==> src/rtl/macro_wb_sched.sv <==
// Wishbone scheduler: forwards one user-area transaction at a time to a tile macro,
// bounds every access with a timeout and owns the pad-ring control/status registers.
module macro_wb_sched #(
  parameter int unsigned NUM_MACROS = 4,
  parameter int unsigned IDX_W      = 2,
  parameter logic [7:0]  BASE_ADDR  = 8'h30,
  parameter int unsigned TIMEOUT    = 64
) (
  input  logic                       wb_clk_i,
  input  logic                       wb_rst_i,
  input  logic                       wbs_cyc_i,
  input  logic                       wbs_stb_i,
  input  logic                       wbs_we_i,
  input  logic [3:0]                 wbs_sel_i,
  input  logic [31:0]                wbs_adr_i,
  input  logic [31:0]                wbs_dat_i,
  output logic                       wbs_ack_o,
  output logic [31:0]                wbs_dat_o,
  output logic [NUM_MACROS-1:0]      m_cyc_o,
  output logic [NUM_MACROS-1:0]      m_stb_o,
  output logic                       m_we_o,
  output logic [3:0]                 m_sel_o,
  output logic [31:0]                m_adr_o,
  output logic [31:0]                m_dat_o,
  input  logic [NUM_MACROS-1:0]      m_ack_i,
  input  logic [32*NUM_MACROS-1:0]   m_dat_i,
  output logic [IDX_W-1:0]           io_owner_o,
  output logic                       io_en_o,
  output logic                       irq_o
);

  localparam logic [3:0]  CSR_SLOT = 4'(NUM_MACROS);
  localparam logic [15:0] TO_LAST  = 16'(TIMEOUT - 1);

  typedef enum logic [1:0] {IDLE, ACCESS, RESP} state_t;

  state_t state, state_nxt;

  logic [3:0]            slot;
  logic                  hit, req, is_macro, is_csr;
  logic                  abort, got_ack, tmo;
  logic [NUM_MACROS-1:0] slot_onehot;
  logic [NUM_MACROS-1:0] m_cyc_q;
  logic [31:0]           ack_data, ctrl_val, csr_rdata;
  logic [IDX_W-1:0]      owner_in, owner_clamped;

  logic [3:0]            cur_slot;
  logic [15:0]           timer;
  logic [31:0]           resp_data;
  logic                  csr_pend;
  logic [1:0]            csr_addr;
  logic                  csr_wr_owner, csr_wr_en, csr_clr_to, csr_en_val;
  logic [IDX_W-1:0]      csr_owner_val;
  logic                  status_to;
  logic [3:0]            last_slot;
  logic [15:0]           to_cnt;

  assign slot     = wbs_adr_i[23:20];
  assign hit      = (wbs_adr_i[31:24] == BASE_ADDR);
  assign is_macro = hit && (slot < CSR_SLOT);
  assign is_csr   = hit && (slot == CSR_SLOT);
  // The ack check keeps a still-asserted strobe from being taken as a second request.
  assign req      = (state == IDLE) && wbs_cyc_i && wbs_stb_i && !wbs_ack_o;
  assign abort    = !wbs_cyc_i;
  assign got_ack  = |(m_ack_i & m_cyc_q);
  assign tmo      = (timer == TO_LAST);

  assign owner_in      = wbs_dat_i[IDX_W-1:0];
  assign owner_clamped = (32'(owner_in) >= NUM_MACROS) ? '0 : owner_in;

  assign m_cyc_o = m_cyc_q;
  assign m_stb_o = m_cyc_q;
  assign irq_o   = status_to;

  always_comb begin
    slot_onehot = '0;
    ack_data    = '0;
    for (int k = 0; k < int'(NUM_MACROS); k++) begin
      slot_onehot[k] = (slot == 4'(k));
      if (m_cyc_q[k]) ack_data = m_dat_i[32*k +: 32];
    end
  end

  always_comb begin
    ctrl_val             = '0;
    ctrl_val[IDX_W-1:0]  = io_owner_o;
    ctrl_val[8]          = io_en_o;
    case (csr_addr)
      2'd0:    csr_rdata = ctrl_val;
      2'd1:    csr_rdata = {20'h0, last_slot, 7'h0, status_to};
      2'd2:    csr_rdata = {16'h0, to_cnt};
      default: csr_rdata = {16'h4D53, 8'h00, 8'(NUM_MACROS)};
    endcase
  end

  always_ff @(posedge wb_clk_i or posedge wb_rst_i) begin
    if (wb_rst_i) state <= IDLE;
    else          state <= state_nxt;
  end

  always_comb begin
    state_nxt = state;
    case (state)
      IDLE:    if (req) state_nxt = is_macro ? ACCESS : RESP;
      ACCESS: begin
        if (abort)               state_nxt = IDLE;
        else if (got_ack || tmo) state_nxt = RESP;
      end
      RESP:    state_nxt = IDLE;
      default: state_nxt = IDLE;
    endcase
  end

  // CSR writes are decoded at accept and applied on the edge that raises the ack.
  always_ff @(posedge wb_clk_i or posedge wb_rst_i) begin
    if (wb_rst_i) begin
      wbs_ack_o     <= 1'b0;
      wbs_dat_o     <= '0;
      m_cyc_q       <= '0;
      m_we_o        <= 1'b0;
      m_sel_o       <= '0;
      m_adr_o       <= '0;
      m_dat_o       <= '0;
      io_owner_o    <= '0;
      io_en_o       <= 1'b0;
      cur_slot      <= '0;
      timer         <= '0;
      resp_data     <= '0;
      csr_pend      <= 1'b0;
      csr_addr      <= '0;
      csr_wr_owner  <= 1'b0;
      csr_wr_en     <= 1'b0;
      csr_clr_to    <= 1'b0;
      csr_en_val    <= 1'b0;
      csr_owner_val <= '0;
      status_to     <= 1'b0;
      last_slot     <= '0;
      to_cnt        <= '0;
    end else begin
      wbs_ack_o <= 1'b0;
      wbs_dat_o <= '0;
      case (state)
        IDLE: begin
          if (req) begin
            csr_pend <= is_csr;
            if (is_macro) begin
              m_cyc_q  <= slot_onehot;
              m_we_o   <= wbs_we_i;
              m_sel_o  <= wbs_sel_i;
              m_adr_o  <= {12'h0, wbs_adr_i[19:0]};
              m_dat_o  <= wbs_dat_i;
              cur_slot <= slot;
              timer    <= '0;
            end else if (is_csr) begin
              csr_addr      <= wbs_adr_i[3:2];
              csr_wr_owner  <= wbs_we_i && (wbs_adr_i[3:2] == 2'd0) && wbs_sel_i[0];
              csr_wr_en     <= wbs_we_i && (wbs_adr_i[3:2] == 2'd0) && wbs_sel_i[1];
              csr_clr_to    <= wbs_we_i && (wbs_adr_i[3:2] == 2'd1) && wbs_sel_i[0] && wbs_dat_i[0];
              csr_owner_val <= owner_clamped;
              csr_en_val    <= wbs_dat_i[8];
            end else begin
              resp_data <= 32'hDEAD_0001;
            end
          end
        end
        ACCESS: begin
          if (abort) begin
            m_cyc_q <= '0;
          end else if (got_ack) begin
            m_cyc_q   <= '0;
            resp_data <= ack_data;
          end else if (tmo) begin
            m_cyc_q   <= '0;
            resp_data <= 32'hDEAD_BEEF;
            status_to <= 1'b1;
            last_slot <= cur_slot;
            if (to_cnt != 16'hFFFF) to_cnt <= to_cnt + 16'd1;
          end else begin
            timer <= timer + 16'd1;
          end
        end
        RESP: begin
          wbs_ack_o <= 1'b1;
          wbs_dat_o <= csr_pend ? csr_rdata : resp_data;
          if (csr_pend) begin
            if (csr_wr_owner) io_owner_o <= csr_owner_val;
            if (csr_wr_en)    io_en_o    <= csr_en_val;
            if (csr_clr_to)   status_to  <= 1'b0;
          end
          csr_pend <= 1'b0;
        end
        default: ;
      endcase
    end
  end

endmodule
==> config.mk <==
export PLATFORM = sky130hd
export DESIGN_NAME = macro_wb_sched
export DESIGN_NICKNAME = d
export VERILOG_FILES = /design/src/rtl/macro_wb_sched.sv
export SDC_FILE = /design/constraint.sdc
export NUM_CORES = 1
export LEC_CHECK = 0
export CORE_ASPECT_RATIO = 0.75
export CORE_UTILIZATION = 30
export CTS_BUF_LIST = sky130_fd_sc_hd__clkbuf_4
export CTS_CLUSTER_SIZE = 10
export DETAILED_ROUTE_END_ITERATION = 10
export PLACE_DENSITY = 0.6
export SETUP_SLACK_MARGIN = 0.1
export SYNTH_ARGS = -nofsm -noshare
export SYNTH_HDL_FRONTEND = slang
export SYNTH_SLANG_ARGS = --single-unit
==> constraint.sdc <==
create_clock -name wb_clk_i -period 6.7 [get_ports wb_clk_i]
set_input_delay 1.005 -clock wb_clk_i [delete_from_list [all_inputs] [get_ports wb_clk_i]]
set_output_delay 1.005 -clock wb_clk_i [all_outputs]
set_load 0.005 [all_outputs]
==> results.py <==
metrics = {
    "cells_and_area": {
        "regArea_um2": 4530,
        "multi_input_area_um2": 3590,
        "syn_to_final_growth_pct": 42.0,
        "mostFrequentLayoutCell": "clkdlybuf4s50_1",
        "mostFrequentLayoutCells": "clkdlybuf4s50_1, nand2_1, dfrtp_1, a21oi_1, nand3_1",
        "final_core_util": 0.434,
        "layout.cells.non_filler": 1560,
        "diodes": 0,
        "layout-drive-gt1-share": 0.0562,
        "fillCellCount": 2786,
        "fin_nets": 1369,
    },
    "timing": {
        "setup_tns_ns": 0,
        "rsz0062_at_grt": "false",
        "worst_clock_skew_ns": 0.0192,
        "relSlewSlack": 0.269,
        "final_max_slew_viol_count": 0,
        "fmax_mhz": 315,
        "setup_viol": 0,
        "hold_violations": 0,
        "period_needed_ns": 3.18,
        "worst_slew_pin_slew_ns": 1.09,
        "fin_crit_sh": 0.474,
    },
    "pwr": {
        "power.density_nw_per_um2": 161,
        "ir_worst_vdd_v": 0.000101,
        "power.leakage_uw": 0.00542,
    },
    "setup_path": {
        "worstPathMaxFanout": 67,
        "startpoint_type": "register",
        "end_kind": "primary output",
        "path_class": "register to primary output",
        "required_ns": 5.69,
        "arrival_ns": 2.17,
    },
    "clock_network": {
        "ctsHoldBuffers": 0,
        "cts_buffer_depth": 2,
        "clkLatencyLatePin_ns": 0.58,
        "cts-root-buf": "clkbuf_4",
        "numCtsBuffers": 17,
        "clk_pin_slew_worst_paths_ns": 0.16,
        "post_cts_buffers": 0,
        "post_cts_resized": 0,
        "htree_levels": 4,
        "cts_tree": "yes",
        "clock_sinks": 181,
    },
    "logic_synthesis": {
        "synth_mux_area_frac": 0.0245,
        "synth_edf_count": 0,
        "async_reset_ff_frac": 1.00,
        "ys_warn_count": 0,
        "syn-cell-area_um2": 8540,
        "postSynthAreaPerCell_um2": 9.53,
        "synth-seq-area-share": 0.530,
        "synth-seq-cells": 181,
        "synthXorXnorAreaFrac": 0.0154,
        "synth_fa_ha_area_frac": 0.00293,
        "synth_compound_area_frac": 0.160,
        "synth_top_family_by_area": "simple AND/OR/NAND/NOR gates",
        "syn_inst": 896,
        "netlist-cell-type-count": 53,
        "synth_ff_type": "dfrtp_1",
        "synth_simple_gate_area_frac": 0.210,
    },
    "grt": {
        "grt_max_degree": 112,
        "grt_usage": 0.178,
        "antenna_found_initial": 1,
        "grt_pass1_wl_um": 40600,
        "grt_pass1_vias": 7137,
        "grt_overflow": 0,
    },
    "floorplan": {
        "dieWidth_um": 197,
        "row_count": 53,
        "start_util": 0.305,
        "die_h_um": 148,
        "io_pins": 319,
        "die-area_um2": 29200,
        "coreArea_um2": 28000,
    },
    "routing": {
        "drcViolationCount": 0,
        "vias": 7562,
        "viasPerCell": 4.85,
        "dr.pass1.iters": 5,
        "avgRoutedWirePerCell_um": 16.9,
        "wl_um": 26300,
        "drtAntennaViolNets": 0,
        "drt-initial-drc-count": 451,
    },
    "placement": {
        "dp_hpwl_um": 19000,
        "gp_congestion": 0.844,
        "place_inst": 1528,
        "port_buffers": 306,
    },
    "flow_run": {
        "cap_viol_max_count": 0,
    },
    "status": {
        "status": "finished, final reports clean",
    },
    "min_path": {
        "min_path_type": "register to register",
    },
}
[area by class of cell]
cell class / instances / area share
repair buffers: 314 / 0.257
well taps: 385 / 0.0397
clock buffers: 17 / 0.0105
flip-flops and latches: 181 / 0.374
inverters: 29 / 0.00959
clock inverters: 15 / 0.0129
multi-input cells: 619 / 0.296
[per-layer routing]
metal | share of wire | track usage
met3 | 0.081 | 0.0592
met4 | 0.0072 | 0.0368
met5 | 0 | 0
met2 | 0.45 | 0.263
met1 | 0.47 | 0.254
[sequential cells by signal, summed over array words and instances, names as in the netlist]
signal / cells
csr_en_val: 1
io_owner_o: 2
m_adr_o: 20
m_cyc_o: 4
csr_owner_val: 2
csr_clr_to: 1
m_sel_o: 4
csr_addr: 2
csr_pend: 1
csr_wr_en: 1
m_dat_o: 32
io_en_o: 1
wbs_ack_o: 1
last_slot: 4
wbs_dat_o: 32
state: 2
irq_o: 1
resp_data: 32
m_we_o: 1
timer: 16
cur_slot: 4
to_cnt: 16
csr_wr_owner: 1
[final timing paths]
| path | from | to | slack, ns | cells past startpoint |
|---|---|---|---|---|
| worst max-delay path | m_cyc_o[2]$_DFFE_PP0P_ | m_cyc_o[2] | 3.52 | 2 |
| worst min-delay path | m_adr_o[3]$_DFFE_PP0P_ | m_adr_o[3]$_DFFE_PP0P_ | 0.48 | 2 |
| worst max register to register | m_cyc_o[0]$_DFFE_PP0P_ | resp_data[27]$_DFFE_PP0P_ | 3.96 | 5 |
| worst min register to register | m_adr_o[3]$_DFFE_PP0P_ | m_adr_o[3]$_DFFE_PP0P_ | 0.48 | 2 |
| max in group asynchronous | wb_rst_i | io_owner_o[0]$_DFFE_PP0P_ | 4.30 | 3 |
| min in group asynchronous | wb_rst_i | m_dat_o[15]$_DFFE_PP0P_ | 0.92 | 2 |
[critical path, stage by stage, from the launching register on]
cell,delay (ns)
dfrtp_2,0.40
buf_4,0.55
clkdlybuf4s50_1,0.63
[kinds of logic (layout without fill, tap and decap cells)]
family	Yosys count	after routing
multiplexers	18	18
AND/OR/NAND/NOR	387	387
other	1	12
XOR/XNOR	15	15
buffers and inverters	107	375
flip-flops	181	181
AO/OA/AOI/OAI	185	185
adder cells (fa/ha/maj)	2	2
[stage by stage]
stage | hold WS [ns] | total power [µW] | worst slack, ns | cell area (µm²)
detailed placement | 0.455 | 1350 | 2.97 | 11800
global route | 0.514 | 2050 | 3.31 | 12100
CTS | 0.489 | 1980 | 3.46 | 12100
global placement | 0.448 | 1350 | 3.02 | 11800
finish | 0.482 | 1960 | 3.52 | 12100
floorplan | 0.435 | 1200 | 0.780 | 8580
[cell usage after synthesis, types with 5 or more instances]
library cell  count  share of area
mux2_2           11          0.015
and3_1           10         0.0073
a221o_1          24          0.028
a221oi_1         32          0.033
inv_1            29          0.013
dfrtp_1         181           0.53
a22o_1           13          0.013
o21ai_0          24          0.014
nor2_1           22         0.0097
o31ai_1          21          0.018
nor2b_1          15          0.011
nor3_1           12         0.0070
xnor2_1          14          0.014
nand2b_1          6         0.0044
a21oi_1          39          0.023
a211oi_1          5         0.0044
nand2_1         227           0.10
clkbuf_1         55          0.024
nand4_1          12         0.0088
and2_1           13         0.0095
nand3_1          37          0.022
buf_4            17          0.015
a22oi_1           5         0.0044
or3_1             8         0.0059
o21a_1            9         0.0079
[power by group]
part,switching (µW),internal [µW]
Sequential,11.1,1110
Clock,401,224
Combinational,75.2,130
Total,488,1470
Power figures use the tool's default switching activity.
